`config.mk`:
```
export PLATFORM = sky130hd
export DESIGN_NAME = uart_tx
export DESIGN_NICKNAME = d
export VERILOG_FILES = /design/src/rtl/uart_tx.sv
export SDC_FILE = /design/constraint.sdc
export NUM_CORES = 1
export LEC_CHECK = 0
export BUFFER_PORTS_ARGS = -buffer_cell sky130_fd_sc_hd__buf_2
export CORE_ASPECT_RATIO = 1.4
export CORE_MARGIN = 10
export CORE_UTILIZATION = 40
export DETAILED_ROUTE_END_ITERATION = 12
export HOLD_SLACK_MARGIN = 0.1
export PLACE_DENSITY = 0.61
export SYNTH_ARGS = -nofsm -noshare
export SYNTH_HDL_FRONTEND = slang
export SYNTH_SLANG_ARGS = --single-unit
```
`constraint.sdc`:
```
create_clock -name clk_master -period 1.9 [get_ports clk_master]
set_input_delay 0.095 -clock clk_master [delete_from_list [all_inputs] [get_ports clk_master]]
set_output_delay 0.095 -clock clk_master [all_outputs]
set_load 0.05 [all_outputs]
```
`src/rtl/uart_tx.sv`:
```
// uart_tx: 8N1 UART transmitter paced by an external 16x baud tick.
// Define UART_TX_PARITY_EN to insert an even-parity bit before stop.
module uart_tx #(
  parameter int DATA_BITS  = 8,
  parameter int OVERSAMPLE = 16
) (
  input  logic                 clk_master,
  input  logic                 rst_i,
  output logic                 tx_o,
  output logic                 tx_done,
  input  logic [DATA_BITS-1:0] data_i,
  input  logic                 data_we_i,
  input  logic                 tx_en,
  input  logic                 tick
);

  localparam int TW = $clog2(OVERSAMPLE);
  localparam int BW = $clog2(DATA_BITS);

`ifdef UART_TX_PARITY_EN
  typedef enum logic [2:0] {
    IDLE, START, DATA, PARITY, STOP
  } state_t;
`else
  typedef enum logic [1:0] {
    IDLE, START, DATA, STOP
  } state_t;
`endif

  state_t state, state_nx;

  logic                 tick_q;
  logic                 tick_rise;
  logic                 bit_end;
  logic                 load;
  logic                 done_nx;
  logic [DATA_BITS-1:0] hold;
  logic                 valid;
  logic [DATA_BITS-1:0] shift;
  logic [TW-1:0]        tick_cnt;
  logic [BW-1:0]        bit_cnt;
`ifdef UART_TX_PARITY_EN
  logic                 par;
`endif

  assign tick_rise = tick & ~tick_q;
  assign bit_end   = tick_rise &&
                     (tick_cnt == TW'(OVERSAMPLE - 1));

  always_ff @(posedge clk_master) begin
    if (!rst_i) state <= IDLE;
    else        state <= state_nx;
  end

  always_comb begin
    state_nx = state;
    load     = 1'b0;
    done_nx  = 1'b0;
    tx_o     = 1'b1;
    unique case (state)
      IDLE: begin
        if (tx_en && valid) begin
          load     = 1'b1;
          state_nx = START;
        end
      end
      START: begin
        tx_o = 1'b0;
        if (bit_end) state_nx = DATA;
      end
      DATA: begin
        tx_o = shift[0];
        if (bit_end &&
            bit_cnt == BW'(DATA_BITS - 1)) begin
`ifdef UART_TX_PARITY_EN
          state_nx = PARITY;
`else
          state_nx = STOP;
`endif
        end
      end
`ifdef UART_TX_PARITY_EN
      PARITY: begin
        tx_o = par;
        if (bit_end) state_nx = STOP;
      end
`endif
      STOP: begin
        if (bit_end) begin
          state_nx = IDLE;
          done_nx  = 1'b1;
        end
      end
      default: state_nx = IDLE;
    endcase
  end

  // Holding-register write is last so a write on the load
  // cycle re-arms valid for the following frame.
  always_ff @(posedge clk_master) begin
    if (!rst_i) begin
      tick_q   <= 1'b0;
      tx_done  <= 1'b0;
      hold     <= '0;
      valid    <= 1'b0;
      shift    <= '0;
      tick_cnt <= '0;
      bit_cnt  <= '0;
`ifdef UART_TX_PARITY_EN
      par      <= 1'b0;
`endif
    end else begin
      tick_q  <= tick;
      tx_done <= done_nx;
      if (load) begin
        shift    <= hold;
        valid    <= 1'b0;
        tick_cnt <= '0;
        bit_cnt  <= '0;
`ifdef UART_TX_PARITY_EN
        par      <= ^hold;
`endif
      end else if (tick_rise && state != IDLE) begin
        if (bit_end) tick_cnt <= '0;
        else         tick_cnt <= tick_cnt + 1'b1;
        if (bit_end && state == DATA) begin
          shift   <= shift >> 1;
          bit_cnt <= bit_cnt + 1'b1;
        end
      end
      if (data_we_i) begin
        hold  <= data_i;
        valid <= 1'b1;
      end
    end
  end

endmodule

```
Word level (Yosys, flattened, before mapping)

Cells that the tools add are included.

Bits in registers: 28
Word-level logic and storage cells: 52
Input port bits: 13

Equality and inequality tests: 9
Bitwise operators: 3
Reductions and logical operators: 15
Muxes and demuxes: 15
$add $sub $neg: 2

Operator list:

| cell                  | number |
|---|---|
| $mux W8               | 3 |
| $mux W2               | 4 |
| $ne A2 B2 Y1 const B  | 4 |
| $pmux W2 S4           | 1 |
| $reduce_bool A2 Y1    | 4 |
| $reduce_and A2 Y1     | 3 |
| $logic_and A1 B1 Y1   | 5 |
| $mux W1               | 5 |
| $add A4 B1 Y4 const B | 1 |
| $eq A2 B2 Y1 const B  | 2 |
| $eq A4 B4 Y1 const B  | 1 |
| $mux W4               | 1 |
| $reduce_and A4 Y1     | 1 |
| $add A3 B1 Y3 const B | 1 |
| $eq A3 B3 Y1 const B  | 1 |
| $eq A2 B1 Y1 const B  | 1 |
| $logic_not A2 Y1      | 1 |
| $not A1 Y1            | 2 |
| $pmux W1 S2           | 1 |
| $reduce_or A2 Y1      | 1 |
| $and A1 B1 Y1         | 1 |

Depth between registers and ports, before layout

Gate-level depths: netlist (run 1).

Depth in word-level cells: 7
Depth in mapped cells: 7
Depth with buffers taken out: 6

Least setup slack after synthesis (run 1)

Ideal clock, no wire load.

Path type: register -> register
Start: register state[0]
End: register shift[6]
Arrival time: 1586 ps
Clock period less this slack: 1721 ps
Setup time: 135 ps
Buffers on the path: 2
Setup slack: 179 ps
Cell stages (with the launch flop): 8
Cell sequence: dfxtp_1 > inv_1 > ha_1 > buf_2 > or4b_1 > buf_2 > nand2_1 > a31oi_1

Word-level cells in the longest chain between the ends: 4
Elaborated cells between the ends (all ways): 10
Those cells by class: eq/ne: 1; mux: 2; reduce/logical: 7

RTL lines:

| item                                     | line | RTL |
|---|---|---|
| start: declaration                       | 30   | `state_t state, state_nx;` |
| start signal: assignment                 | 52   | `else state <= state_nx;` |
| $logic_not A2 Y1 (tied with other cells) | 60   | `unique case (state)` |
| $mux W1 (tied with other cells)          | 60   |  |
| $reduce_bool A2 Y1 (no source line)      | --   |  |
| $reduce_and A2 Y1 (no source line)       | --   |  |
| end signal: assignment                   | 116  | `shift <= hold;` |
| end signal: assignment                   | 127  | `shift <= shift >> 1;` |
| end: declaration                         | 39   | `logic [DATA_BITS-1:0] shift;` |

Several ways; a longest one is shown, not always the timed one.
A chain may end at the register's enable or synchronous reset.

Final worst setup path (run 1)

Start: register state[1]
End: register shift[1]

The elaborated chain is that of the path after synthesis.

==> results of run 1 <==
-- layout by cell type (no fill, tap or decap), types with 2 or more instances in the layout --
master / synthesis / routed
sky130_fd_sc_hd__mux2i_1: 9 / 9
sky130_fd_sc_hd__or3_1: 2 / 2
sky130_fd_sc_hd__ha_1: 8 / 8
sky130_fd_sc_hd__buf_4: 0 / 4
sky130_fd_sc_hd__nor2b_1: 10 / 10
sky130_fd_sc_hd__nand3_1: 2 / 2
sky130_fd_sc_hd__buf_2: 2 / 14
sky130_fd_sc_hd__dlygate4sd3_1: 0 / 9
sky130_fd_sc_hd__nand2_1: 27 / 27
sky130_fd_sc_hd__inv_1: 4 / 4
sky130_fd_sc_hd__o21ai_0: 11 / 11
sky130_fd_sc_hd__a31oi_1: 7 / 7
sky130_fd_sc_hd__dfxtp_1: 28 / 27
sky130_fd_sc_hd__a21oi_1: 8 / 8
sky130_fd_sc_hd__nor2_1: 2 / 2
sky130_fd_sc_hd__clkbuf_8: 0 / 3
-- layout make-up --
type | count | area [um^2] | share of cell area, %
repair buffers | 27 | 190 | 12.3
clock buffers | 3 | 41.3 | 2.68
well taps | 39 | 48.8 | 3.17
inverters | 4 | 15.0 | 0.974
multi-input cells | 103 | 684 | 44.4
flip-flops and latches | 28 | 562 | 36.4
-- how the worst max path moves through the flow --
| stage | start | end | slack (ns) |
|---|---|---|---|
| after floorplan | state[0]$_SDFFE_PN0P_ | shift[6]$_SDFFE_PN0P_ | 0.18 |
| after global placement | state[0]$_SDFFE_PN0P_ | shift[7]$_SDFFE_PN0P_ | 0.11 |
| after detailed placement | state[0]$_SDFFE_PN0P_ | shift[1]$_SDFFE_PN0P_ | 0.04 |
| after CTS | state[0]$_SDFFE_PN0P_ | shift[1]$_SDFFE_PN0P_ | 0.03 |
| after global routing | state[1]$_SDFFE_PN0P_ | shift[4]$_SDFFE_PN0P_ | 0.08 |
| final | state[1]$_SDFFE_PN0P_ | shift[1]$_SDFFE_PN0P_ | 0.20 |
-- worst max-delay path, cell delays in order, from the launching register on --
cell,delay (ns)
sky130_fd_sc_hd__dfxtp_1,0.38
sky130_fd_sc_hd__inv_1,0.09
sky130_fd_sc_hd__ha_1,0.26
sky130_fd_sc_hd__buf_4,0.18
sky130_fd_sc_hd__nor4b_4,0.26
sky130_fd_sc_hd__buf_4,0.21
sky130_fd_sc_hd__nand2_1,0.07
sky130_fd_sc_hd__a31oi_1,0.17
-- metrics by stage --
| stage | area [um^2] | util [%] | hold WS, ns | instances |
|---|---|---|---|---|
| after detailed placement | 1400 | 45.3 | 0.342 | 192 |
| after floorplan | 1280 | - | 0.217 | 141 |
| after global placement | 1400 | 45.3 | 0.339 | 192 |
| after CTS | 1530 | 49.5 | 0.108 | 204 |
| final | 1540 | 49.8 | 0.108 | 204 |
| after global routing | 1540 | 49.8 | 0.119 | 204 |
-- registers in the layout, summed over array words and instances (netlist names) --
signal / cells
shift: 8
bit_cnt: 3
tx_done: 1
tick_cnt: 4
hold: 8
valid: 1
tick_q: 1
state: 2
-- power groups by stage --
stage,logic [uW],clock network (uW),registers [uW]
after floorplan,337,0,690
after global placement,432,0,697
after detailed placement,448,0,700
after CTS,466,322,687
after global routing,528,351,697
final,469,311,689
-- logic make-up after synthesis --
| family | synth area share, % |
|---|---|
| AO/OA/AOI/OAI | 14.1 |
| XOR/XNOR | 1.37 |
| adder cells (fa/ha/maj) | 7.84 |
| buffers and inverters | 3.14 |
| flip-flops | 43.9 |
| multiplexers | 7.06 |
| AND/OR/NAND/NOR | 22.6 |
-- cells in the mapped netlist, drive strengths merged, types with 2 or more instances --
| library cell | instances | area, um^2 |
|---|---|---|
| buf | 2 | 10.0 |
| nand2 | 27 | 101 |
| nor2b | 10 | 62.6 |
| ha | 8 | 100 |
| dfxtp | 28 | 561 |
| or3 | 2 | 12.5 |
| mux2i | 9 | 90.1 |
| nand3 | 3 | 20.0 |
| a31oi | 7 | 43.8 |
| o21ai | 11 | 55.1 |
| inv | 4 | 15.0 |
| o31ai | 2 | 15.0 |
| nor2 | 3 | 13.8 |
| a21oi | 8 | 40.0 |
| clkbuf | 4 | 15.0 |
-- metal layers --
layer	up-vias	part of all wire [%]	routed length (um)	GRT usage [%]
met3	5	4.9	122	2.45
met5	-	0	0	0
li1	534	-	-	-
met2	20	49	1220	15.5
met4	0	1.9	47	3.93
met1	471	44	1100	10.6
-- repair_timing --
| item | in CTS | in global routing |
|---|---|---|
| hold buffers | 9 | 0 |
| hold endpoints to repair | 9 | 0 |
| gates resized for setup | 0 | 3 |
| setup endpoints to repair | 0 | 12 |
==> impl_metrics.json, run 1 <==
{
  "ant_nets": 0,
  "antenna_cells_inserted": 0,
  "finalWeightedCongestion": 0.718,
  "timing_hold_violations_final": 0,
  "fmax_mhz": 587,
  "num-fill-cells": 298,
  "clk-insertion-delay-late_ns": 0.27,
  "floorplan.initialDensity_pct": 41.3,
  "dieWidth_um": 67.7,
  "pin_count": 15,
  "via_count_of_the_first_global_routing_pass": 1049,
  "layout_setup_ws_ns": 0.196,
  "rsz0062_at_grt": "no",
  "layout-area-overhead-vs-synth_pct": 20.8,
  "ys_seq_elements": 28,
  "power.total_uw": 1470,
  "power.share.clock_pct": 21.2,
  "post_cts.repair.setup_buffers": 0,
  "max_cap_violations": 0,
  "hold_path_startpoint": "tx_en",
  "ys_seq_area_share_pct": 43.9,
  "grt_first_pass_wirelength_um": 4400,
  "syn-cell-area_mm2": 0.00128,
  "tritoncts_clock_tree": "done",
  "required_time_of_the_worst_setup_path_ns": 2.10,
  "clkSlewWorstSetupHoldPaths_ns": 0.09,
  "worst_hold_path.num_cells": 3,
  "routed_wire_length_per_instance_um": 12.2,
  "die_area_mm2": 0.00588,
  "port-buffer-count": 14,
  "yosys_warnings": 0,
  "worst_hold_path_type": "in -> reg",
  "maxSlewViolCount": 0,
  "max-clock-path-buffers": 2,
  "p_comb_share_pct": 31.9,
  "fin_setup_tns_ns": 0,
  "tightestPinTransition_ns": 0.330,
  "wirelength_um": 2490,
  "clock_tree_root_buffer_cell": "sky130_fd_sc_hd__clkbuf_8",
  "synth-async-reset-ratio_pct": 0,
  "detailed_place_hpwl_um": 1830,
  "timing.setup.critical_path_class": "reg -> reg",
  "synth_cell_types": 30,
  "pre_cts_setup_slack_ns": 0.0360,
  "gr-usage-all-layers_pct": 9.26,
  "rr_startpoint": "state[1]$_SDFFE_PN0P_",
  "final_nets": 188,
  "rr_worst_depth": 7,
  "switching_power_uw": 494,
  "leakagePower_uw": 0.000624,
  "grt_antenna_before_repair": 0,
  "finClkSkew_ns": 0.00316,
  "type_of_element_capturing_the_critical_path": "flop",
  "cts.sink_count": 28,
  "timing.critical_path.from_type": "flop",
  "worst_hold_path.endpoint": "shift[7]$_SDFFE_PN0P_",
  "drive_gt1_share_pct": 17.0,
  "synth_enable_flop_cells": 0,
  "r2r-end": "shift[1]$_SDFFE_PN0P_",
  "maximum_resistive_drop_on_vdd_mv": 0.577,
  "h_tree_levels": 1,
  "switching_share_pct": 33.7,
  "vias_per_cell": 5.05,
  "cellInternalPower_uw": 974,
  "timing.final.crit_period_ns": 1.70,
  "postSynthNetCount": 162,
  "drt_iter0_markers": 11,
  "placementRows": 24,
  "synthesis.instances": 141,
  "critical_path_arrival_ns": 1.90,
  "outcome": "completed",
  "drt_drc_violations_left": 0,
  "synthFlopType": "sky130_fd_sc_hd__dfxtp_1",
  "route.vias.total": 1030,
  "regToRegSetupSlack_ns": 0.20,
  "worst_slew_margin_pct": 78.0,
  "global_route.overflow_total": 0,
  "grt_max_degree": 24,
  "setup_viol": 0,
  "core_footprint_mm2": 0.00309,
  "die_h_um": 86.8,
  "numCtsBuffers": 3,
  "drt_pre_antenna_iters": 4,
  "post-route-period-util_pct": 89.7,
  "critical_path.max_fanout": 10,
  "power-per-cell-area_mw_per_mm2": 953,
  "synth.avg_cell_area_um2": 9.05,
  "seq_power_share_pct": 46.9
}
Power figures use the tool's default switching activity.
==> run 2: changes to the inputs <==
CTS_CLUSTER_DIAMETER = 40   (was unset)
PLACE_DENSITY = unset   (was 0.61)
==> run 2 against run 1 <==
  * Final cell count up 0.98%
  * Power up 12%
  * First-iteration DRC count rose to 4.5 times the previous value
  * Clock-buffer cell count unchanged
  * Non-clock buffer count up 1
==> impl_metrics.json, run 2 (synthesized netlist as in run 1, its figures left out) <==
{
  "outcome": "completed",
  "sequential_cell_area_um2": 562,
  "core_footprint_mm2": 0.00309,
  "numCtsBuffers": 3,
  "port-buffer-count": 14,
  "grt_max_degree": 24,
  "critical_path.max_fanout": 10,
  "layout_top_registers": "hold: 8 flops, shift: 8 flops, tick_cnt: 4 flops",
  "pre_cts_setup_slack_ns": 0.0333,
  "max_cap_violations": 0,
  "gr-usage-met2_pct": 16.7,
  "finClkSkew_ns": 0.00732,
  "grt-busiest-layer": "met2",
  "post-route-period-util_pct": 90.8,
  "timing_hold_violations_final": 0,
  "setup.worst_path.end": "shift[0]$_SDFFE_PN0P_",
  "timing.final.crit_period_ns": 1.72,
  "seq_power_share_pct": 42.1,
  "drt_drc_violations_left": 0,
  "power-per-cell-area_mw_per_mm2": 1030,
  "routed_wire_length_per_instance_um": 12.3,
  "tightestPinTransition_ns": 0.329,
  "die_h_um": 86.8,
  "layout-area-overhead-vs-synth_pct": 24.2,
  "detailed_place_hpwl_um": 1900,
  "placementRows": 24,
  "fin_setup_tns_ns": 0,
  "layout.cells.most_common_list": "sky130_fd_sc_hd__nand2_1, sky130_fd_sc_hd__dfxtp_1, sky130_fd_sc_hd__buf_2",
  "h_tree_levels": 1,
  "finalWeightedCongestion": 0.750,
  "clk-insertion-delay-late_ns": 0.28,
  "rsz0062_at_grt": "no",
  "cellInternalPower_uw": 1120,
  "dieWidth_um": 67.7,
  "drt_iter0_markers": 50,
  "leakagePower_uw": 0.000645,
  "final_nets": 189,
  "via_count_of_the_first_global_routing_pass": 1069,
  "gr-usage-all-layers_pct": 9.84,
  "antenna_cells_inserted": 0,
  "rr_worst_depth": 5,
  "clkSlewWorstSetupHoldPaths_ns": 0.09,
  "route.vias.total": 1022,
  "timing.setup.critical_path_class": "reg -> reg",
  "maxSlewViolCount": 0,
  "num-fill-cells": 289,
  "layout_setup_ws_ns": 0.175,
  "met3_usage_pct": 2.20,
  "drt_pre_antenna_iters": 4,
  "vias_per_cell": 4.96,
  "grt_antenna_before_repair": 0,
  "worst_hold_path_type": "in -> reg",
  "switching_power_uw": 516,
  "tritoncts_clock_tree": "done",
  "timing.critical_path.from_type": "flop",
  "rr_startpoint": "state[1]$_SDFFE_PN0P_",
  "die_area_mm2": 0.00588,
  "type_of_element_capturing_the_critical_path": "flop",
  "pin_count": 15,
  "p_comb_share_pct": 29.5,
  "ant_nets": 0,
  "switching_share_pct": 31.5,
  "required_time_of_the_worst_setup_path_ns": 2.06,
  "setup_viol": 0,
  "cts.sink_count": 28,
  "grt_first_pass_wirelength_um": 4710,
  "floorplan.initialDensity_pct": 41.3,
  "regToRegSetupSlack_ns": 0.18,
  "critical_path_arrival_ns": 1.89,
  "clock_tree_root_buffer_cell": "sky130_fd_sc_hd__clkbuf_8",
  "maximum_resistive_drop_on_vdd_mv": 0.945,
  "max-clock-path-buffers": 2,
  "fmax_mhz": 580,
  "worst_slew_margin_pct": 78.1,
  "groute.layer.met1.usage_pct": 11.2,
  "worst_setup_path_startpoint": "state[1]$_SDFFE_PN0P_",
  "power.share.clock_pct": 28.4,
  "multi_input_area_um2": 691,
  "drive_gt1_share_pct": 18.0,
  "global_route.overflow_total": 0,
  "r2r-end": "shift[0]$_SDFFE_PN0P_",
  "wirelength_um": 2540
}
run 2: worst min path at each step:
stage / start / end / depth (start not counted)
2_1_floorplan: tick / tick_q$_SDFF_PN0_ / 1
3_3_place_gp: tick / tick_q$_SDFF_PN0_ / 2
3_5_place_dp: tick / tick_q$_SDFF_PN0_ / 2
4_1_cts: tx_en / shift[7]$_SDFFE_PN0P_ / 3
5_1_grt: tx_en / shift[7]$_SDFFE_PN0P_ / 3
6_report: tx_en / shift[7]$_SDFFE_PN0P_ / 3
run 2: per-stage QoR:
| stage | instance area [um^2] | hold slack (ns) | instances | power [uW] | utilization (%) |
|---|---|---|---|---|---|
| floorplan | 1280 | 0.217 | 141 | 1030 | - |
| global placement | 1410 | 0.337 | 193 | 1140 | 45.5 |
| detailed placement | 1410 | 0.337 | 193 | 1160 | 45.5 |
| CTS | 1570 | 0.112 | 206 | 1640 | 50.7 |
| global route | 1590 | 0.125 | 206 | 1750 | 51.3 |
| finish | 1590 | 0.116 | 206 | 1640 | 51.3 |
run 2: critical path, stage by stage, from the launching register on:
cell                      delay [ns]
sky130_fd_sc_hd__dfxtp_1        0.39
sky130_fd_sc_hd__inv_1          0.10
sky130_fd_sc_hd__ha_1           0.29
sky130_fd_sc_hd__or4b_4         0.65
sky130_fd_sc_hd__nand2_1        0.11
sky130_fd_sc_hd__a31oi_1        0.08
run 2: power by group through the flow:
stage | Sequential [uW] | Clock, uW | Combinational, uW
final | 691 | 465 | 484
after global routing | 702 | 501 | 545
after CTS | 688 | 479 | 471
after detailed placement | 701 | 0 | 454
after global placement | 698 | 0 | 438
after floorplan | 690 | 0 | 337
run 2: final cells by class:
class	instances	area share, %
inverters	4	0.947
well taps	39	3.08
clock buffers	3	2.60
flip-flops and latches	28	35.4
clock inverters	1	1.89
multi-input cells	103	43.6
repair buffers	28	12.5
run 2: repair_timing:
| item | CTS | global route |
|---|---|---|
| resized for setup | 0 | 4 |
| setup buffers | 0 | 0 |
| endpoints found under the setup margin | 0 | 11 |
| hold endpoints to repair | 9 | 0 |
| hold buffers | 9 | 0 |
run 2: metal layers:
layer | share of wire [%] | wire length, um | vias to the layer above
li1 | - | - | 539
met1 | 46 | 1170 | 462
met2 | 49 | 1250 | 16
met3 | 3.2 | 81 | 5
met4 | 1.9 | 48 | 0
met5 | 0 | 0 | -
==> run 3: changes to the inputs <==
RECOVER_POWER = 50   (was unset)
==> run 3 against run 2 <==
  * Routed wire length is 0.20% higher
  * Cell area is 0.39% lower
  * Sequential share of layout area is 0.14 points higher
  * Clock power hardly changed
  * Global-route usage stayed put
  * Final cell count stayed put
  * Sequential cell count stayed put
  * Die area stayed put
  * Register-to-register slack worse by 0.02 ns
  * Critical path type unchanged
  * Largest power group unchanged
==> impl_metrics.json, run 3 (synthesized netlist as in run 1, its figures left out) <==
{
  "stdcell_area_mm2": 0.00158,
  "required_time_of_the_worst_setup_path_ns": 2.05,
  "grt_max_degree": 24,
  "critical_path.max_fanout": 10,
  "post-route-period-util_pct": 91.6,
  "h_tree_levels": 1,
  "die_h_um": 86.8,
  "grt_antenna_before_repair": 0,
  "post_cts.repair.setup_buffers": 0,
  "clkSlewWorstSetupHoldPaths_ns": 0.09,
  "pin_count": 15,
  "max-clock-path-buffers": 2,
  "gr-usage-all-layers_pct": 9.84,
  "cp.buffers_inverters": 1,
  "regToRegSetupSlack_ns": 0.16,
  "tightestPinTransition_ns": 0.597,
  "clock_tree_root_buffer_cell": "sky130_fd_sc_hd__clkbuf_8",
  "wirelength_um": 2550,
  "r2r-end": "shift[0]$_SDFFE_PN0P_",
  "slowest_stage": "sky130_fd_sc_hd__or4b_4",
  "pre_cts_setup_slack_ns": 0.0333,
  "drt_pre_antenna_iters": 4,
  "type_of_element_capturing_the_critical_path": "flop",
  "routed_wire_length_per_instance_um": 12.4,
  "via_count_of_the_first_global_routing_pass": 1069,
  "tritoncts_clock_tree": "done",
  "outcome": "completed",
  "port-buffer-count": 14,
  "detailed_place_hpwl_um": 1900,
  "maximum_resistive_drop_on_vdd_mv": 0.940,
  "route.vias.total": 1019,
  "drt_drc_violations_left": 0,
  "critical_path_arrival_ns": 1.89,
  "fin_setup_tns_ns": 0,
  "cp_slowest_stage_delay_ns": 0.65,
  "timing.hold.ws_ns": 0.118,
  "vias_per_cell": 4.95,
  "numCtsBuffers": 3,
  "power.total_uw": 1640,
  "maxSlewViolCount": 0,
  "p_comb_share_pct": 29.4,
  "finalWeightedCongestion": 0.750,
  "worst_slew_margin_pct": 60.4,
  "switching_power_uw": 518,
  "leakagePower_uw": 0.000635,
  "switching_share_pct": 31.6,
  "path_depth": 5,
  "finClkSkew_ns": 0.0105,
  "max_cap_violations": 0,
  "num-fill-cells": 293,
  "timing.critical_path.from_type": "flop",
  "timing_hold_violations_final": 0,
  "final_nets": 189,
  "layout.cells.most_common_list": "sky130_fd_sc_hd__nand2_1, sky130_fd_sc_hd__dfxtp_1, sky130_fd_sc_hd__buf_2",
  "layout-area-overhead-vs-synth_pct": 23.7,
  "rsz0062_at_grt": "no",
  "timing.final.crit_period_ns": 1.74,
  "worst_hold_path_type": "in -> reg",
  "post_dp_cell_area_mm2": 0.00141,
  "cpLargestDelayFamily": "simple AND/OR/NAND/NOR gates",
  "clk-insertion-delay-late_ns": 0.28,
  "seq_power_share_pct": 42.2,
  "cellInternalPower_uw": 1120,
  "drt_iter0_markers": 42,
  "cp_cell_sequence": "inv_1 -> ha_1 -> or4b_4 -> nand2_1 -> a31oi_1",
  "setup_viol": 0,
  "placementRows": 24,
  "worst_setup_path_startpoint": "state[1]$_SDFFE_PN0P_",
  "rr_worst_depth": 5,
  "global_route.overflow_total": 0,
  "cts.sink_count": 28,
  "setup.worst_path.end": "shift[0]$_SDFFE_PN0P_",
  "layout_top_registers": "hold: 8 flops, shift: 8 flops, tick_cnt: 4 flops",
  "core_footprint_mm2": 0.00309,
  "timing.setup.critical_path_class": "reg -> reg",
  "power-per-cell-area_mw_per_mm2": 1040,
  "rr_startpoint": "state[1]$_SDFFE_PN0P_",
  "floorplan.initialDensity_pct": 41.3,
  "die_area_mm2": 0.00588,
  "grt_first_pass_wirelength_um": 4710,
  "layout_setup_ws_ns": 0.160,
  "dieWidth_um": 67.7,
  "ant_nets": 0,
  "power.share.clock_pct": 28.5,
  "antenna_cells_inserted": 0,
  "fmax_mhz": 575,
  "drive_gt1_share_pct": 16.2
}
-- run 3: cell count changes in the layout (fill, tap and decap cells not counted), sizes merged --
cell	delta
buf	-3
clkbuf	+3
-- run 3: what timing repair did --
item	4_1_cts	5_1_grt
endpoints found under the setup margin	0	11
resized for setup	0	4
hold buffers	9	0
endpoints found under the hold margin	9	0
-- run 3: cell type report --
cell class	instances	area (um^2)	share of cell area, %
Tap cell	39	48.8	3.09
Multi-Input combinational cell	103	691	43.7
Inverter	4	15.0	0.951
Sequential cell	28	562	35.6
Timing Repair Buffer	28	191	12.1
Clock inverter	1	30.0	1.90
Clock buffer	3	41.3	2.61
-- run 3: how the worst min path moves through the flow --
stage | start | to | slack [ns] | cells past startpoint
2_1_floorplan | tick | tick_q$_SDFF_PN0_ | 0.22 | 1
3_3_place_gp | tick | tick_q$_SDFF_PN0_ | 0.34 | 2
3_5_place_dp | tick | tick_q$_SDFF_PN0_ | 0.34 | 2
4_1_cts | tx_en | shift[7]$_SDFFE_PN0P_ | 0.11 | 3
5_1_grt | tx_en | shift[7]$_SDFFE_PN0P_ | 0.12 | 3
6_report | tx_en | shift[7]$_SDFFE_PN0P_ | 0.12 | 3
-- run 3: stage by stage --
step / instances / util (%)
after global placement: 193 / 45.5
final: 206 / 51.1
after CTS: 206 / 50.7
after global routing: 206 / 51.1
after floorplan: 141 / -
after detailed placement: 193 / 45.5
-- run 3: power by group through the flow --
stage	logic, uW	clock network (uW)	registers, uW
final	481	466	691
after CTS	471	479	688
after detailed placement	454	0	701
after global routing	542	501	702
after global placement	438	0	698
after floorplan	337	0	690
-- run 3: worst reg2reg max path: cells and delay by family, from the launching register on --
family	cells	cell delay, ns
adder cells (fa/ha/maj)	1	0.29
AND/OR/NAND/NOR	2	0.76
buffers and inverters	1	0.10
flip-flops	1	0.39
AO/OA/AOI/OAI	1	0.08
-- run 3: routing by layer --
layer | part of all wire (%) | routed length, um | vias up | GRT usage, %
met5 | 0 | 0 | - | 0
met4 | 1.9 | 48 | 0 | 4.31
met3 | 3.4 | 86 | 5 | 2.20
met2 | 49 | 1250 | 18 | 16.7
met1 | 46 | 1160 | 459 | 11.2
li1 | - | - | 537 | -
